==> config.mk <==
export PLATFORM = sky130hd
export DESIGN_NAME = regfile_mc
export DESIGN_NICKNAME = d
export VERILOG_FILES = /design/src/rtl/regfile_mc.sv
export SDC_FILE = /design/constraint.sdc
export NUM_CORES = 2
export LEC_CHECK = 0
export CAP_MARGIN = 20
export CORE_ASPECT_RATIO = 1.75
export CORE_MARGIN = 3
export CORE_UTILIZATION = 35
export CTS_BUF_LIST = sky130_fd_sc_hd__clkbuf_4 sky130_fd_sc_hd__clkbuf_8
export DETAILED_ROUTE_END_ITERATION = 10
export PLACE_DENSITY_LB_ADDON = 0.12
export SYNTH_ARGS = -nofsm -noshare
export SYNTH_HDL_FRONTEND = slang
export SYNTH_SLANG_ARGS = --single-unit
export TNS_END_PERCENT = 5
==> constraint.sdc <==
create_clock -name clk_in -period 3.4 [get_ports clk_in]
set_input_delay 0.34 -clock clk_in [delete_from_list [all_inputs] [get_ports clk_in]]
set_output_delay 0.34 -clock clk_in [all_outputs]
set_load 0.01 [all_outputs]
==> src/rtl/regfile_mc.sv <==
`default_nettype none
// ============================================================================
// Module   : regfile_mc
// Purpose  : Architectural register file and rename/dependency table with
//            NRD read ports, two commit ports and same-cycle commit forwarding.
//            Optional rename-table checkpoint: define REGFILE_CKPT_EN.
// Revision : 1.0 - initial release
// ============================================================================
module regfile_mc #(
    parameter int XLEN  = 32,
    parameter int NREG  = 32,
    parameter int ROB_W = 4,
    parameter int NRD   = 2
) (
    input  logic                         clk_in,
    input  logic                         rst_n_in,
    input  logic                         rdy_in,
    input  logic [NRD*$clog2(NREG)-1:0]  rd_id,
    output logic [NRD*XLEN-1:0]          rd_val,
    output logic [NRD-1:0]               rd_has_dep,
    output logic [NRD*ROB_W-1:0]         rd_dep,
    output logic [NRD*ROB_W-1:0]         rob_q_id,
    input  logic [NRD-1:0]               rob_q_avail,
    input  logic [NRD*XLEN-1:0]          rob_q_val,
    input  logic                         ren_valid,
    input  logic [$clog2(NREG)-1:0]      ren_id,
    input  logic [ROB_W-1:0]             ren_tag,
    input  logic [1:0]                   cmt_valid,
    input  logic [2*$clog2(NREG)-1:0]    cmt_id,
    input  logic [2*XLEN-1:0]            cmt_val,
    input  logic [2*ROB_W-1:0]           cmt_tag,
    input  logic                         flush,
    input  logic                         ckpt_save,
    input  logic                         ckpt_restore,
    output logic                         ckpt_valid
);

    localparam int RW = $clog2(NREG);

    logic [XLEN-1:0]  r_regs [NREG];
    logic [NREG-1:0]  r_busy;
    logic [ROB_W-1:0] r_dep  [NREG];

    logic [NREG-1:0]  w_busy_nxt;
    logic [ROB_W-1:0] w_dep_nxt [NREG];
    logic             w_ren_ok;

    assign w_ren_ok = ren_valid && (ren_id != '0);

    // ------------------------------------------------------------------
    // Read ports
    // ------------------------------------------------------------------
    for (genvar k = 0; k < NRD; k++) begin : g_rd
        logic [RW-1:0]    w_id;
        logic             w_ren_hit;
        logic [ROB_W-1:0] w_dep;
        logic             w_pend;
        logic             w_fwd;
        logic [XLEN-1:0]  w_fwd_val;
        logic [XLEN-1:0]  w_val;
        logic             w_has_dep;

        assign w_id      = rd_id[k*RW +: RW];
        assign w_ren_hit = ren_valid && (ren_id == w_id) && (w_id != '0);
        assign w_dep     = w_ren_hit ? ren_tag : r_dep[w_id];
        assign w_pend    = r_busy[w_id] || w_ren_hit;

        // Ascending scan lets the younger commit port win a tag tie.
        always_comb begin
            w_fwd     = 1'b0;
            w_fwd_val = '0;
            for (int j = 0; j < 2; j++) begin
                if (cmt_valid[j] && (cmt_tag[j*ROB_W +: ROB_W] == w_dep)) begin
                    w_fwd     = 1'b1;
                    w_fwd_val = cmt_val[j*XLEN +: XLEN];
                end
            end
        end

        always_comb begin
            w_val     = '0;
            w_has_dep = 1'b0;
            if (w_pend && w_fwd && !w_ren_hit) begin
                w_val     = w_fwd_val;
                w_has_dep = 1'b0;
            end else if (w_pend) begin
                w_val     = rob_q_val[k*XLEN +: XLEN];
                w_has_dep = !rob_q_avail[k];
            end else if (w_id != '0) begin
                w_val     = r_regs[w_id];
            end
        end

        assign rd_val[k*XLEN +: XLEN]    = w_val;
        assign rd_has_dep[k]             = w_has_dep;
        assign rd_dep[k*ROB_W +: ROB_W]  = w_dep;
        assign rob_q_id[k*ROB_W +: ROB_W] = w_dep;
    end

`ifdef REGFILE_CKPT_EN
    logic [NREG-1:0]  r_snap_busy;
    logic [ROB_W-1:0] r_snap_dep [NREG];
    logic             r_ckpt_valid;
    logic [NREG-1:0]  w_snap_busy_cl;
    logic [ROB_W-1:0] w_snap_dep_cl [NREG];
    logic [NREG-1:0]  w_snap_busy_nxt;
    logic [ROB_W-1:0] w_snap_dep_nxt [NREG];
    logic             w_restore;
    logic             w_ckpt_valid_nxt;

    assign w_restore  = ckpt_restore && r_ckpt_valid && !flush;
    assign ckpt_valid = r_ckpt_valid;

    // Snapshot tracks commits so a restore never resurrects a retired producer.
    always_comb begin
        for (int i = 0; i < NREG; i++) begin
            w_snap_busy_cl[i] = r_snap_busy[i];
            w_snap_dep_cl[i]  = r_snap_dep[i];
            for (int j = 0; j < 2; j++) begin
                if (cmt_valid[j] && (cmt_id[j*RW +: RW] == RW'(i)) &&
                    (r_snap_dep[i] == cmt_tag[j*ROB_W +: ROB_W])) begin
                    w_snap_busy_cl[i] = 1'b0;
                    w_snap_dep_cl[i]  = '0;
                end
            end
        end
    end
`else
    logic w_ckpt_unused;

    assign w_ckpt_unused = ckpt_save ^ ckpt_restore;
    assign ckpt_valid    = 1'b0;
`endif

    // ------------------------------------------------------------------
    // Next rename-table state: commit clear, rename, restore, flush
    // ------------------------------------------------------------------
    always_comb begin
        for (int i = 0; i < NREG; i++) begin
            w_busy_nxt[i] = r_busy[i];
            w_dep_nxt[i]  = r_dep[i];
            for (int j = 0; j < 2; j++) begin
                if (cmt_valid[j] && (cmt_id[j*RW +: RW] == RW'(i)) &&
                    (r_dep[i] == cmt_tag[j*ROB_W +: ROB_W])) begin
                    w_busy_nxt[i] = 1'b0;
                    w_dep_nxt[i]  = '0;
                end
            end
        end
        if (w_ren_ok) begin
            w_busy_nxt[ren_id] = 1'b1;
            w_dep_nxt[ren_id]  = ren_tag;
        end
`ifdef REGFILE_CKPT_EN
        if (w_restore) begin
            w_busy_nxt = w_snap_busy_cl;
            w_dep_nxt  = w_snap_dep_cl;
        end
`endif
        if (flush) begin
            w_busy_nxt = '0;
            for (int i = 0; i < NREG; i++) begin
                w_dep_nxt[i] = '0;
            end
        end
    end

`ifdef REGFILE_CKPT_EN
    always_comb begin
        w_snap_busy_nxt  = ckpt_save ? w_busy_nxt : w_snap_busy_cl;
        w_snap_dep_nxt   = ckpt_save ? w_dep_nxt  : w_snap_dep_cl;
        w_ckpt_valid_nxt = ckpt_save ? 1'b1 : (w_restore ? 1'b0 : r_ckpt_valid);
    end

    always_ff @(posedge clk_in or negedge rst_n_in) begin
        if (!rst_n_in) begin
            r_snap_busy  <= '0;
            r_ckpt_valid <= 1'b0;
            for (int i = 0; i < NREG; i++) begin
                r_snap_dep[i] <= '0;
            end
        end else if (rdy_in) begin
            r_snap_busy  <= w_snap_busy_nxt;
            r_snap_dep   <= w_snap_dep_nxt;
            r_ckpt_valid <= w_ckpt_valid_nxt;
        end
    end
`endif

    always_ff @(posedge clk_in or negedge rst_n_in) begin
        if (!rst_n_in) begin
            r_busy <= '0;
            for (int i = 0; i < NREG; i++) begin
                r_regs[i] <= '0;
                r_dep[i]  <= '0;
            end
        end else if (rdy_in) begin
            r_busy <= w_busy_nxt;
            r_dep  <= w_dep_nxt;
            for (int j = 0; j < 2; j++) begin
                if (cmt_valid[j] && (cmt_id[j*RW +: RW] != '0)) begin
                    r_regs[cmt_id[j*RW +: RW]] <= cmt_val[j*XLEN +: XLEN];
                end
            end
        end
    end

endmodule
`default_nettype wire

==> results.py <==
metrics = {
    "layout": {
        "nets": 7855,
        "seqCellArea_um2": 29700,
        "final_layout_size_suffix_gt1_frac": 0.280,
        "fillers": 20500,
        "multiInputGateArea_um2": 42000,
        "final_util": 0.425,
        "syn_to_final_growth_pct": 20.4,
        "fin_area_um2": 89900,
    },
    "run": {
        "drv_cap": 0,
    },
    "worst_setup_path": {
        "crit_fanout": 5,
        "r2r-start": "r_dep[43]",
        "cp_top_family": "simple AND/OR/NAND/NOR gates",
        "path_buf_inv": 5,
        "crit_path_top_delay_cell": "or4_4",
        "slowest_delay_ns": 0.53,
        "startpoint": "r_dep[116]",
        "cp-end-kind": "output pin",
        "crit_chain": "buf_4 > mux2i_1 > o32ai_1 > nor3_1 > or4_4 > xor2_1 > a21oi_1 > or4_4 > a21o_4 > buf_6 > buf_12 > buf_12 > mux2i_2 > buf_2",
        "critPathKind": "flip-flop to output pin",
        "startpoint_type": "flip-flop",
        "worst-endpoint-arrival_ns": 4.40,
        "crit_required_ns": 3.06,
    },
    "timing": {
        "period_minus_slack_ns": 4.74,
        "drv_slew": 0,
        "rsz0062_at_grt": "true",
        "timing.hold.ws_ns": 0.145,
        "slew_headroom": 0.225,
        "hold_viol": 0,
        "clock_skew_ns": 0.0400,
        "period_share": 1.39,
        "final.setup.tns_ns": -81.41,
        "setup_slack_ns": -1.34,
        "tightest_slew_ns": 1.16,
        "clock.fmax_mhz": 211,
        "final-setup-viol-count": 74,
    },
    "logic_synthesis": {
        "syn-num-nets": 7589,
        "ys_top_cells_by_count": "dfrtp_1, a21oi_1, nor2_1",
        "ys_ff_latch": 1184,
        "syn_area_um2": 74700,
        "ys_seq_area_frac": 0.396,
        "synth_edf_count": 0,
        "syn_avg_cell_area_um2": 10.1,
        "synth_ff_type": "dfrtp_1",
        "synth_area_leaders": "dfrtp_1, mux4_2, o22ai_1, a21oi_1, nor2_1",
        "ys_types": 57,
        "synthArstFlopShare": 1.00,
        "ys_warn_count": 0,
        "synthCells": 7413,
        "synth.largest_area_cell": "dfrtp_1",
        "synthMostInstantiatedCell": "dfrtp_1",
        "yosysTopAreaCellShare": 0.396,
    },
    "pwr": {
        "p_sw_w": 0.0160,
        "p_leak_nw": 36.0,
        "internal-power_w": 0.0323,
        "ir_worst_vdd_uv": 319,
        "cellPowerDensity_nw_per_um2": 537,
        "seqPwrFrac": 0.413,
        "p_sw_frac": 0.332,
        "p_clk_frac": 0.303,
        "p_comb_frac": 0.284,
    },
    "detailed_routing": {
        "routed_wl_mm": 421,
        "m1WireLength_mm": 143,
        "drtIter0Drc": 10100,
        "ant_nets": 0,
        "vias": 72500,
        "route.met2.wl_mm": 189,
        "met3_length_mm": 47.0,
        "drt-wirelength-per-cell_um": 39.6,
        "route.detailed.drc": 0,
        "route.top_layer_used": "met5",
        "dr.pass1.iters": 6,
        "vias_per_cell": 6.81,
    },
    "global_routing": {
        "grt_first_pass_wirelength_mm": 581,
        "grt_pass1_vias": 72800,
        "antenna_found_initial": 20,
        "grt_max_degree": 139,
        "grt_usage": 0.376,
        "overflow": 0,
    },
    "clock_network": {
        "insertion_delay_ns": 1.00,
        "htree_levels": 4,
        "cts_root_buf": "clkbuf_8",
        "cts_tree": "built",
        "clockBufferDepth": 4,
        "clk_pin_slew_worst_paths_ns": 0.07,
        "cts-buffers-inserted": 201,
        "clock_sinks": 1184,
    },
    "floorplan": {
        "core-area_um2": 211000,
        "dieHeight_um": 617,
        "rows": 223,
        "fp.dieArea_um2": 219000,
        "initial_core_util": 0.353,
        "io_pins": 259,
        "die_width_um": 355,
    },
    "placed_design": {
        "place_area_um2": 85000,
        "io_buffer_count": 255,
        "gp_congestion": 0.956,
        "dp_hpwl_mm": 254,
    },
    "worst_hold_path": {
        "min_path_type": "input port to asynchronous set/reset pin",
    },
    "status": {
        "violations": "setup timing",
        "outcome": "finished with violations",
    },
}
==> registers in the layout (all words and copies together), names as in the netlist <==
| name | cells |
|---|---|
| r_busy | 32 |
| r_regs | 1024 |
| r_dep | 128 |
==> layout by cell type (no fill, tap or decap), types with 96 or more instances in the layout <==
master and count:
buf_12 141, o21ai_0 194, xor2_1 125, mux2i_1 197, clkdlybuf4s50_1 154, dfrtp_1 1144
o22ai_1 994, xnor2_1 160, buf_4 637, mux4_2 710, clkbuf_8 261, a21oi_1 1069
nand2_1 231, nor2_1 1031, nor3_1 96
==> kinds of logic (layout without fill, tap and decap cells) <==
family | after synthesis | after routing | share of synthesized area
other cells | 1 | 10 | 0.0000502
mux | 957 | 957 | 0.247
compound gates | 2363 | 2363 | 0.179
xor+xnor | 288 | 288 | 0.0338
flops | 1184 | 1184 | 0.396
buf+inv | 1028 | 1445 | 0.0553
simple gates | 1592 | 1592 | 0.0885
==> final timing paths <==
check | to | slack (ns) | cells past startpoint
max in group asynchronous | r_regs[640] | 2.30 | 4
worst min-delay path | r_dep[121] | 0.14 | 3
min in group clk_in | r_busy[13] | 0.24 | 8
worst max register to register | r_dep[42] | 1.05 | 8
worst max-delay path | rd_val[57] | -1.34 | 14
worst min register to register | r_regs[1020] | 0.39 | 0
==> worst reg2reg max path, stage by stage, from the launching register on <==
cell and delay [ns]:
dfrtp_2 0.49, buf_4 0.18, xor2_1 0.14, nor4_1 0.59
a31oi_1 0.17, o21ai_0 0.18, o21ai_0 0.26, nand2_1 0.12
o21ai_0 0.08
==> stage by stage <==
| stage | setup slack, ns | cells | power, W |
|---|---|---|---|
| 3_5_place_dp | -1.18 | 10300 | 0.0338 |
| 6_report | -1.34 | 10700 | 0.0483 |
| 5_1_grt | -1.41 | 10600 | 0.0502 |
| 3_3_place_gp | -1.18 | 10300 | 0.0333 |
| 4_1_cts | -1.39 | 10600 | 0.0481 |
| 2_1_floorplan | -0.0760 | 7413 | 0.0283 |
==> power by group through the flow <==
stage          Sequential, W  Combinational (W)  Clock, W
2_1_floorplan         0.0192            0.00915         0
3_3_place_gp          0.0198             0.0135         0
3_5_place_dp          0.0201             0.0137         0
4_1_cts               0.0198             0.0136    0.0148
5_1_grt               0.0203             0.0146    0.0153
6_report              0.0200             0.0137    0.0146
==> routing by layer <==
layer | up-vias | track usage
met5 | - | 0
met4 | 24 | 0.305
met3 | 1788 | 0.109
met2 | 5439 | 0.576
met1 | 37000 | 0.437
li1 | 28300 | -
==> layout make-up <==
class                   count  area share
multi-input cells        5201       0.467
flip-flops and latches   1184       0.330
repair buffers           1057       0.114
clock buffers             319      0.0447
inverters                  34     0.00142
clock inverters            35     0.00376
well taps                2812      0.0391
diodes                      9    0.000250
==> repair_timing <==
| item | 4_1_cts | 5_1_grt |
|---|---|---|
| resized for setup | 443 | 39 |
| hold endpoints to repair | 891 | 0 |
| setup buffers | 27 | 3 |
| cloned | 5 | 0 |
| hold buffers | 3 | 0 |
| pin swaps | 13 | 14 |
| setup endpoints to repair | 82 | 79 |
No activity file was read; power rests on OpenSTA's default activity.
